**src/rtl/hit_judge.sv**
```systemverilog
// Hurtbox-vs-bullet hit judge for one (player, bullet) pair: a registered overlap stage
// feeding an ALIVE/INVULN/DEAD FSM that owns HP, the invulnerability window and death.
module hit_judge #(
    parameter int unsigned HP_MAX        = 100,
    parameter int unsigned DMG           = 10,
    parameter int unsigned DMG_BLOCKED   = 2,
    parameter int unsigned PLAYER_W      = 64,
    parameter int unsigned PLAYER_H      = 96,
    parameter int unsigned BULLET_W      = 16,
    parameter int unsigned BULLET_H      = 8,
    parameter int unsigned INVULN_FRAMES = 30
) (
    input  logic        clk,
    input  logic        rst,
    input  logic        frame_tick,
    input  logic [10:0] xBullet,
    input  logic [9:0]  yBullet,
    input  logic        bullet_isE,
    input  logic [10:0] xPlayer,
    input  logic [9:0]  yPlayer,
    input  logic        defend,
    input  logic        revive,
    output logic        hit,
    output logic [6:0]  hp,
    output logic        invuln,
    output logic        dead
);

    localparam int unsigned CTR_W = (INVULN_FRAMES < 2) ? 1 : $clog2(INVULN_FRAMES + 1);
    localparam logic [CTR_W-1:0] CTR_INIT = CTR_W'(INVULN_FRAMES);
    localparam logic [6:0] HP_FULL = 7'(HP_MAX);

    typedef enum logic [1:0] {
        ALIVE  = 2'd0,
        INVULN = 2'd1,
        DEAD   = 2'd2
    } state_t;

    state_t             r_state, w_state_nxt;
    logic [6:0]         r_hp, w_hp_nxt, w_dmg, w_hp_dmg;
    logic [CTR_W-1:0]   r_ctr, w_ctr_nxt;
    logic               r_hit, w_hit_nxt;
    logic               r_ov, r_dfd;
    logic               w_x_ov, w_y_ov;

    // One extra bit on every sum so a box near the right/bottom edge cannot wrap.
    assign w_x_ov = ({1'b0, xBullet} < ({1'b0, xPlayer} + 12'(PLAYER_W))) &&
                    ({1'b0, xPlayer} < ({1'b0, xBullet} + 12'(BULLET_W)));
    assign w_y_ov = ({1'b0, yBullet} < ({1'b0, yPlayer} + 11'(PLAYER_H))) &&
                    ({1'b0, yPlayer} < ({1'b0, yBullet} + 11'(BULLET_H)));

    always_ff @(posedge clk or posedge rst) begin
        if (rst) begin
            r_ov  <= 1'b0;
            r_dfd <= 1'b0;
        end else begin
            r_ov  <= bullet_isE & w_x_ov & w_y_ov;
            r_dfd <= defend;
        end
    end

    always_ff @(posedge clk or posedge rst) begin
        if (rst) begin
            r_state <= ALIVE;
            r_hp    <= HP_FULL;
            r_ctr   <= '0;
            r_hit   <= 1'b0;
        end else begin
            r_state <= w_state_nxt;
            r_hp    <= w_hp_nxt;
            r_ctr   <= w_ctr_nxt;
            r_hit   <= w_hit_nxt;
        end
    end

    assign w_dmg    = r_dfd ? 7'(DMG_BLOCKED) : 7'(DMG);
    assign w_hp_dmg = (r_hp <= w_dmg) ? 7'd0 : (r_hp - w_dmg);

    always_comb begin
        w_state_nxt = r_state;
        w_hp_nxt    = r_hp;
        w_ctr_nxt   = r_ctr;
        w_hit_nxt   = 1'b0;
        // revive outranks a coincident overlap in every state.
        if (revive) begin
            w_state_nxt = ALIVE;
            w_hp_nxt    = HP_FULL;
            w_ctr_nxt   = '0;
        end else begin
            case (r_state)
                ALIVE: begin
                    if (r_ov) begin
                        w_hit_nxt   = 1'b1;
                        w_hp_nxt    = w_hp_dmg;
                        w_ctr_nxt   = CTR_INIT;
                        w_state_nxt = (w_hp_dmg == 7'd0) ? DEAD : INVULN;
                    end
                end
                INVULN: begin
                    if (r_ctr == '0) begin
                        w_state_nxt = ALIVE;
                    end else if (frame_tick) begin
                        w_ctr_nxt = r_ctr - 1'b1;
                        if (r_ctr == CTR_W'(1)) w_state_nxt = ALIVE;
                    end
                end
                DEAD: begin
                    w_hp_nxt = 7'd0;
                end
                default: begin
                    w_state_nxt = ALIVE;
                end
            endcase
        end
    end

    assign hit    = r_hit;
    assign hp     = r_hp;
    assign invuln = (r_state == INVULN);
    assign dead   = (r_state == DEAD);

endmodule

```
**config.mk**
```make
export PLATFORM = sky130hd
export DESIGN_NAME = hit_judge
export DESIGN_NICKNAME = d
export VERILOG_FILES = /design/src/rtl/hit_judge.sv
export SDC_FILE = /design/constraint.sdc
export NUM_CORES = 1
export LEC_CHECK = 0
export CAP_MARGIN = 20
export CELL_PAD_IN_SITES_DETAIL_PLACEMENT = 0
export CELL_PAD_IN_SITES_GLOBAL_PLACEMENT = 1
export CORE_ASPECT_RATIO = 1.2
export CORE_MARGIN = 2
export CORE_UTILIZATION = 47
export CTS_BUF_LIST = sky130_fd_sc_hd__clkbuf_16
export DETAILED_ROUTE_END_ITERATION = 10
export DONT_BUFFER_PORTS = 1
export PLACE_DENSITY_LB_ADDON = 0.1
export SYNTH_ARGS = -nofsm -noshare
export SYNTH_HDL_FRONTEND = slang
export SYNTH_SLANG_ARGS = --single-unit
```
**constraint.sdc**
```tcl
create_clock -name clk -period 2.6 [get_ports clk]
set_clock_uncertainty 0.1 [all_clocks]
set_input_delay 0.65 -clock clk [delete_from_list [all_inputs] [get_ports clk]]
set_output_delay 0.65 -clock clk [all_outputs]
set_load 0.05 [all_outputs]
```
* Yosys cells after proc, flatten, opt, wreduce, memory -nomap -nowiden
Index checks and enable logic that the tools add are counted.
** Word-level totals
- Output and inout port bits :: 10
- Flip-flop bits (word level) :: 17
- Bits in latches :: 0
- Bits in writable memories :: 0
- Bits of input ports :: 48
- Memories :: 0
- Memory bits (read-only) :: 0
** Cells by class
- Shift-type cells :: 0
- Magnitude comparators :: 5
- Reductions and logical operators :: 10
- Add/subtract/negate cells :: 6
- Bitwise logic cells :: 2
- Div/mod/pow operators :: 0
- Multipliers :: 0
- Multiplexer cells :: 20
- Equality and inequality tests :: 9
** Operators with widths (count)
- 11-bit by 12-bit < comparator with 1-bit output :: 2
- 10-bit by 11-bit < comparator with 1-bit output :: 2
- 7-bit 2-to-1 mux :: 3
- 5-bit 2-to-1 mux :: 4
- 7-bit one-hot mux with 2 select lines :: 1
- 11-bit by 5-bit adder with 12-bit output (second input constant) :: 1
- 11-bit by 7-bit adder with 12-bit output (second input constant) :: 1
- 2-bit 2-to-1 mux :: 6
- 10-bit by 4-bit adder with 11-bit output (second input constant) :: 1
- 10-bit by 7-bit adder with 11-bit output (second input constant) :: 1
- 5-bit one-hot mux with 2 select lines :: 1
- 3-bit inequality test (second input constant) :: 3
- 4-bit AND reduction :: 2
- 7-bit by 4-bit less-or-equal comparator with 1-bit output :: 1
- 7-bit logical NOT :: 1
- 7-bit by 4-bit subtractor with 7-bit output :: 1
- 2-bit one-hot mux with 3 select lines :: 1
- 3-bit nonzero test :: 2
- 5-bit by 1-bit == test with 1-bit output (second input constant) :: 1
- 5-bit logical NOT :: 1
- 5-bit by 1-bit subtractor with 5-bit output (second input constant) :: 1
- 4-bit 2-to-1 mux :: 1
- 4-bit by 2-bit inequality test with 1-bit output (second input constant) :: 1
- 4-bit by 3-bit inequality test with 1-bit output (second input constant) :: 1
- other kinds (8) :: 12

* Logic depth before layout (Yosys ltp)
- Word-level depth :: 8
- Gate-level depth with buffers :: 9

* Least setup slack after synthesis
No wires, ideal clock.
- Path kind :: in2reg
- From :: input port xBullet[4]
- To :: register r_ov
- Data required time :: 2.389 ns
- Buffers on the path :: 0
- Arrival time :: 2.477 ns
- Stages :: 9
- Setup slack :: -0.088 ns
- Cells stage by stage :: ha_1 and3_1 nand3_1 xor2_1 ha_1 a211o_1 a2111oi_4 o221ai_2 a2111oi_2
** Between the ends
- Longest elaborated chain between the ends :: 5
** Ends and longest elaborated chain
- from (decl) :: RTL line 16 : input logic [10:0] xBullet,
- 11-bit by 5-bit adder with 12-bit output :: RTL line 48 : ({1'b0, xPlayer} < ({1'b0, xBullet} + 12'(BULLET_W)));
- 11-bit by 12-bit < comparator with 1-bit output :: RTL line 48
- 1-bit logical AND * :: RTL line 47 : assign w_x_ov = ({1'b0, xBullet} < ({1'b0, xPlayer} + 12'(PLAYER_W))) &&
- 1-bit bitwise AND * (2 in series) :: RTL line 57 : r_ov <= bullet_isE & w_x_ov & w_y_ov;
- to (signal assigned) :: RTL line 57
- to (decl) :: RTL line 43 : logic r_ov, r_dfd;
Every way passes the cells marked *; elsewhere a longest branch is shown, timed or not.
A chain may end at the register's enable or synchronous reset.

* Final worst setup path
Same ends and word-level chain as after synthesis.

==> flow_summary.rst <==
.. list-table::
   :header-rows: 1

   * - Metric
     - Value
   * - WL/cell
     - 13.5 um
   * - Unique masters post-synth
     - 49
   * - Peak fanout along the critical path
     - 5
   * - Skew-Pair Late Insertion Delay
     - 0.25 ns
   * - Wire length after detailed routing
     - 4.32 mm
   * - Cell family contributing the most delay on the critical path
     - compound AO/OA/AOI/OAI gates
   * - Stage delay of the slowest cell on the critical path
     - 0.34 ns
   * - Proportion of synthesized area in mux cells
     - 0.00987
   * - Main combinational cell family by area after synthesis
     - adder cells
   * - Pin slew with the least headroom to its limit
     - 0.623 ns
   * - Maximum number of pins on one net before global-route repair
     - 18
   * - Synth warnings
     - 0
   * - Number of antenna violations at the first check in global routing
     - 0
   * - Most common cell type on the critical path
     - sky130_fd_sc_hd__ha_1
   * - Result of the run
     - finished clean
   * - Number of CTS-inserted buffers
     - 3
   * - Clock transition at the registers of the reported paths
     - 0.05 ns
   * - Final critical-path required period
     - 2.38 ns
   * - Synthesized netlist net count
     - 346
   * - Layout fillers
     - 447
   * - Layout area overhead
     - 9.64%
   * - Seq cells post-synth
     - 17
   * - Cell-internal power
     - 645 uW
   * - Longest Clk Path Bufs
     - 2
   * - Xor/xnor share of the synthesized area
     - 0.0732
   * - Top_reg_cell synth
     - sky130_fd_sc_hd__dfrtp_1
   * - H-tree levels
     - 1
   * - Switching fraction of total power
     - 0.327
   * - Depth of the worst register-to-register path
     - 7
   * - Startpoint kind of the worst setup timing path
     - input port
   * - Achievable Freq
     - 421 MHz
   * - Overall power after layout
     - 959 uW
   * - R2r startpoint
     - hp[3]
   * - Setup total negative slack
     - 0 ns
   * - Via/cell ratio
     - 5.64
   * - Initial Util
     - 0.480
   * - Die outline area
     - 5140 um2
   * - Final nets
     - 357
   * - Y dimension of the die
     - 78.2 um
   * - # DRC
     - 0
   * - Initial drt markers
     - 102
   * - Post-Synth Simple-Gate Area
     - 0.186
   * - Count of pins over their slew limit
     - 0
   * - Fraction of layout cells with a size suffix above 1
     - 0.103
   * - EDFF count, synth
     - 0
   * - Async set-reset flop share out of synthesis
     - 1.00
   * - Hold buffer count at CTS
     - 0
   * - Portion of total power attributed to the clock network
     - 0.310
   * - Most area-hungry cell type in the Yosys netlist
     - sky130_fd_sc_hd__ha_1
   * - Number of diodes added for antenna fixing
     - 0
   * - Top post-synthesis cells by area
     - sky130_fd_sc_hd__ha_1 27%, sky130_fd_sc_hd__dfrtp_1 16%, sky130_fd_sc_hd__inv_1 4.7%
   * - Cell at the root of the clock tree
     - sky130_fd_sc_hd__clkbuf_16
   * - Type of the worst setup path
     - input port to flip-flop
   * - Remaining max-slew budget at the tightest pin
     - 0.582
   * - Summed instance area of the synthesized netlist
     - 2150 um2
   * - Clock sink count
     - 17
   * - # Max-Cap Violations
     - 0
   * - Final Hold Fails
     - 0
   * - Post-cts sizing count
     - 0
   * - Required @ worst endpoint
     - 2.64 ns
   * - Finish-stage setup viols
     - 0
   * - RSZ-0062 raised after global routing
     - no
   * - IR drop worst, VDD
     - 0.209 mV
   * - Worst reg2reg setup slack
     - 0.46 ns
   * - Remaining global-route overflow
     - 0
   * - DP HPWL
     - 3.72 mm
   * - GP Congestion
     - 0.757
   * - Num ports
     - 58
   * - Sequential area share after synthesis
     - 0.199
   * - Gate count of the mapped netlist
     - 251
   * - Critical-path cell list
     - ha_1, and3_4, nand3_1, xor2_1, ha_1, a211o_1, a2111oi_4, o221ai_2, a2111oi_2
   * - Clock tree from TritonCTS
     - done
   * - Port buffer count
     - 0
   * - Critical path buffers and inverters
     - 0
   * - Critical register-to-register path endpoint
     - hp[4]
   * - Number of nets still failing antenna checks after routing
     - 0
   * - Ratio of total power to cell area
     - 406 nW/um2
   * - Sequential group share of total power
     - 0.339
   * - Wire length of the first global-routing pass
     - 7.56 mm
   * - Fraction of power consumed by combinational cells
     - 0.350
   * - Post-Synth Adder-Cell Area
     - 0.273
   * - Overall die width
     - 65.8 um
   * - Total global routing track utilization
     - 0.180
   * - Post-CTS Setup Bufs
     - 0
   * - First-pass iteration count of the detailed router
     - 6
   * - Count of vias placed by the detailed router
     - 1798
   * - Critical path's slowest cell
     - sky130_fd_sc_hd__a2111oi_2
   * - Switching power
     - 314 uW
   * - Complex-gate fraction of the synthesized area
     - 0.207
   * - Leading cell types by count after synthesis
     - 47 x sky130_fd_sc_hd__ha_1, 27 x sky130_fd_sc_hd__inv_1, 19 x sky130_fd_sc_hd__nor2_1
   * - Cell Rows
     - 27
   * - Portion of synthesized cell area occupied by the leading cell type
     - 0.273
   * - CORE AREA
     - 4490 um2
   * - Leakage power
     - 1.15 nW
   * - Kind of end point of the critical path
     - flip-flop
   * - Hold WC Path Type
     - input port to async pin
   * - Number of global-route vias before repair
     - 1809
   * - Arrival time at the worst endpoint
     - 2.41 ns
   * - Final critical-path share of the clock period
     - 0.914
   * - Mean instance size in the synthesized netlist
     - 8.58 um2
   * - Most frequently used cell type in the post-synthesis netlist
     - sky130_fd_sc_hd__ha_1
-- cell type report --
class	count	area, um2	share of cell area
Clock buffer	3	75.1	0.0318
Clock inverter	1	3.75	0.00159
Inverter	27	101	0.0429
Multi-Input combinational cell	205	1620	0.686
Sequential cell	17	429	0.182
Tap cell	58	72.6	0.0307
Timing Repair Buffer	8	60.1	0.0254
-- metrics by stage --
step	std cells	setup slack [ns]	hold WS, ns	utilization	cell area (um2)
floorplan	251	0.0661	0.376	-	2160
global placement	315	-0.0142	0.416	0.508	2280
detailed placement	315	-0.0657	0.414	0.508	2280
CTS	319	0.195	0.296	0.526	2360
global route	319	0.0973	0.321	0.526	2360
finish	319	0.223	0.261	0.526	2360
-- worst reg2reg max path, delay by kind of cell, from the launching register on --
family          cells  cell delay, ns
compound gates      3            0.50
fa+ha+maj           1            0.34
buf+inv             1            0.07
flops               1            0.38
mux                 1            0.16
simple gates        1            0.51
-- logic make-up (layout without fill, tap and decap cells) --
group / count (synthesis) / count (layout)
xor gates and xnor gates: 18 / 18
and+or+nand+nor: 77 / 77
AOI/OAI and AO/OA: 61 / 61
buffers and inverters: 29 / 39
DFF: 17 / 17
muxes: 2 / 2
adders and majority gates: 47 / 47
-- registers in the layout, indices dropped and copies added (netlist names) --
name / cells
hp: 7
r_ctr: 5
r_state: 2
hit: 1
r_dfd: 1
r_ov: 1
-- power by group through the flow --
stage	sequential [mW]	combinational (mW)	clock (mW)
2_1_floorplan	0.345	0.260	0
3_3_place_gp	0.329	0.339	0
3_5_place_dp	0.329	0.339	0
4_1_cts	0.325	0.342	0.306
5_1_grt	0.328	0.390	0.319
6_report	0.325	0.336	0.298
-- worst max-delay path by stage --
stage / from / endpoint / slack, ns / cells past startpoint
after detailed placement: xBullet[4] / r_ov / -0.07 / 9
after global placement: xBullet[4] / r_ov / -0.01 / 9
after floorplan: xBullet[4] / r_ov / 0.07 / 9
after global routing: xBullet[4] / r_ov / 0.1 / 8
final: xBullet[4] / r_ov / 0.22 / 9
after CTS: xBullet[4] / r_ov / 0.20 / 9
-- cells in the final DEF (no fill, tap or decap), types with 2 or more instances in the layout --
cell type                   count
sky130_fd_sc_hd__a211oi_1       7
sky130_fd_sc_hd__a21o_1         4
sky130_fd_sc_hd__a21oi_1       18
sky130_fd_sc_hd__a21oi_2        2
sky130_fd_sc_hd__a221o_1        2
sky130_fd_sc_hd__a311oi_1       2
sky130_fd_sc_hd__and3_1         5
sky130_fd_sc_hd__buf_4          8
sky130_fd_sc_hd__clkbuf_16      3
sky130_fd_sc_hd__dfrtp_1       14
sky130_fd_sc_hd__dfstp_2        3
sky130_fd_sc_hd__ha_1          47
sky130_fd_sc_hd__inv_1         28
sky130_fd_sc_hd__nand2_1       12
sky130_fd_sc_hd__nand2b_1       4
sky130_fd_sc_hd__nand3_1       13
sky130_fd_sc_hd__nand4b_1       2
sky130_fd_sc_hd__nor2_1        19
sky130_fd_sc_hd__nor2b_1        4
sky130_fd_sc_hd__nor3_1         7
sky130_fd_sc_hd__o21a_1         3
sky130_fd_sc_hd__o21ai_0        7
sky130_fd_sc_hd__o21ai_2        2
sky130_fd_sc_hd__o22ai_1        2
sky130_fd_sc_hd__or4b_1         2
sky130_fd_sc_hd__xnor2_1        8
sky130_fd_sc_hd__xor2_1        10
-- layer usage --
metal / vias up / share of wire / track usage
li1: 925 / - / -
met4: 0 / 0.0090 / 0.0458
met3: 4 / 0.060 / 0.0330
met2: 41 / 0.52 / 0.330
met1: 828 / 0.41 / 0.212
met5: - / 0 / 0
(Power assumes the default switching activity.)
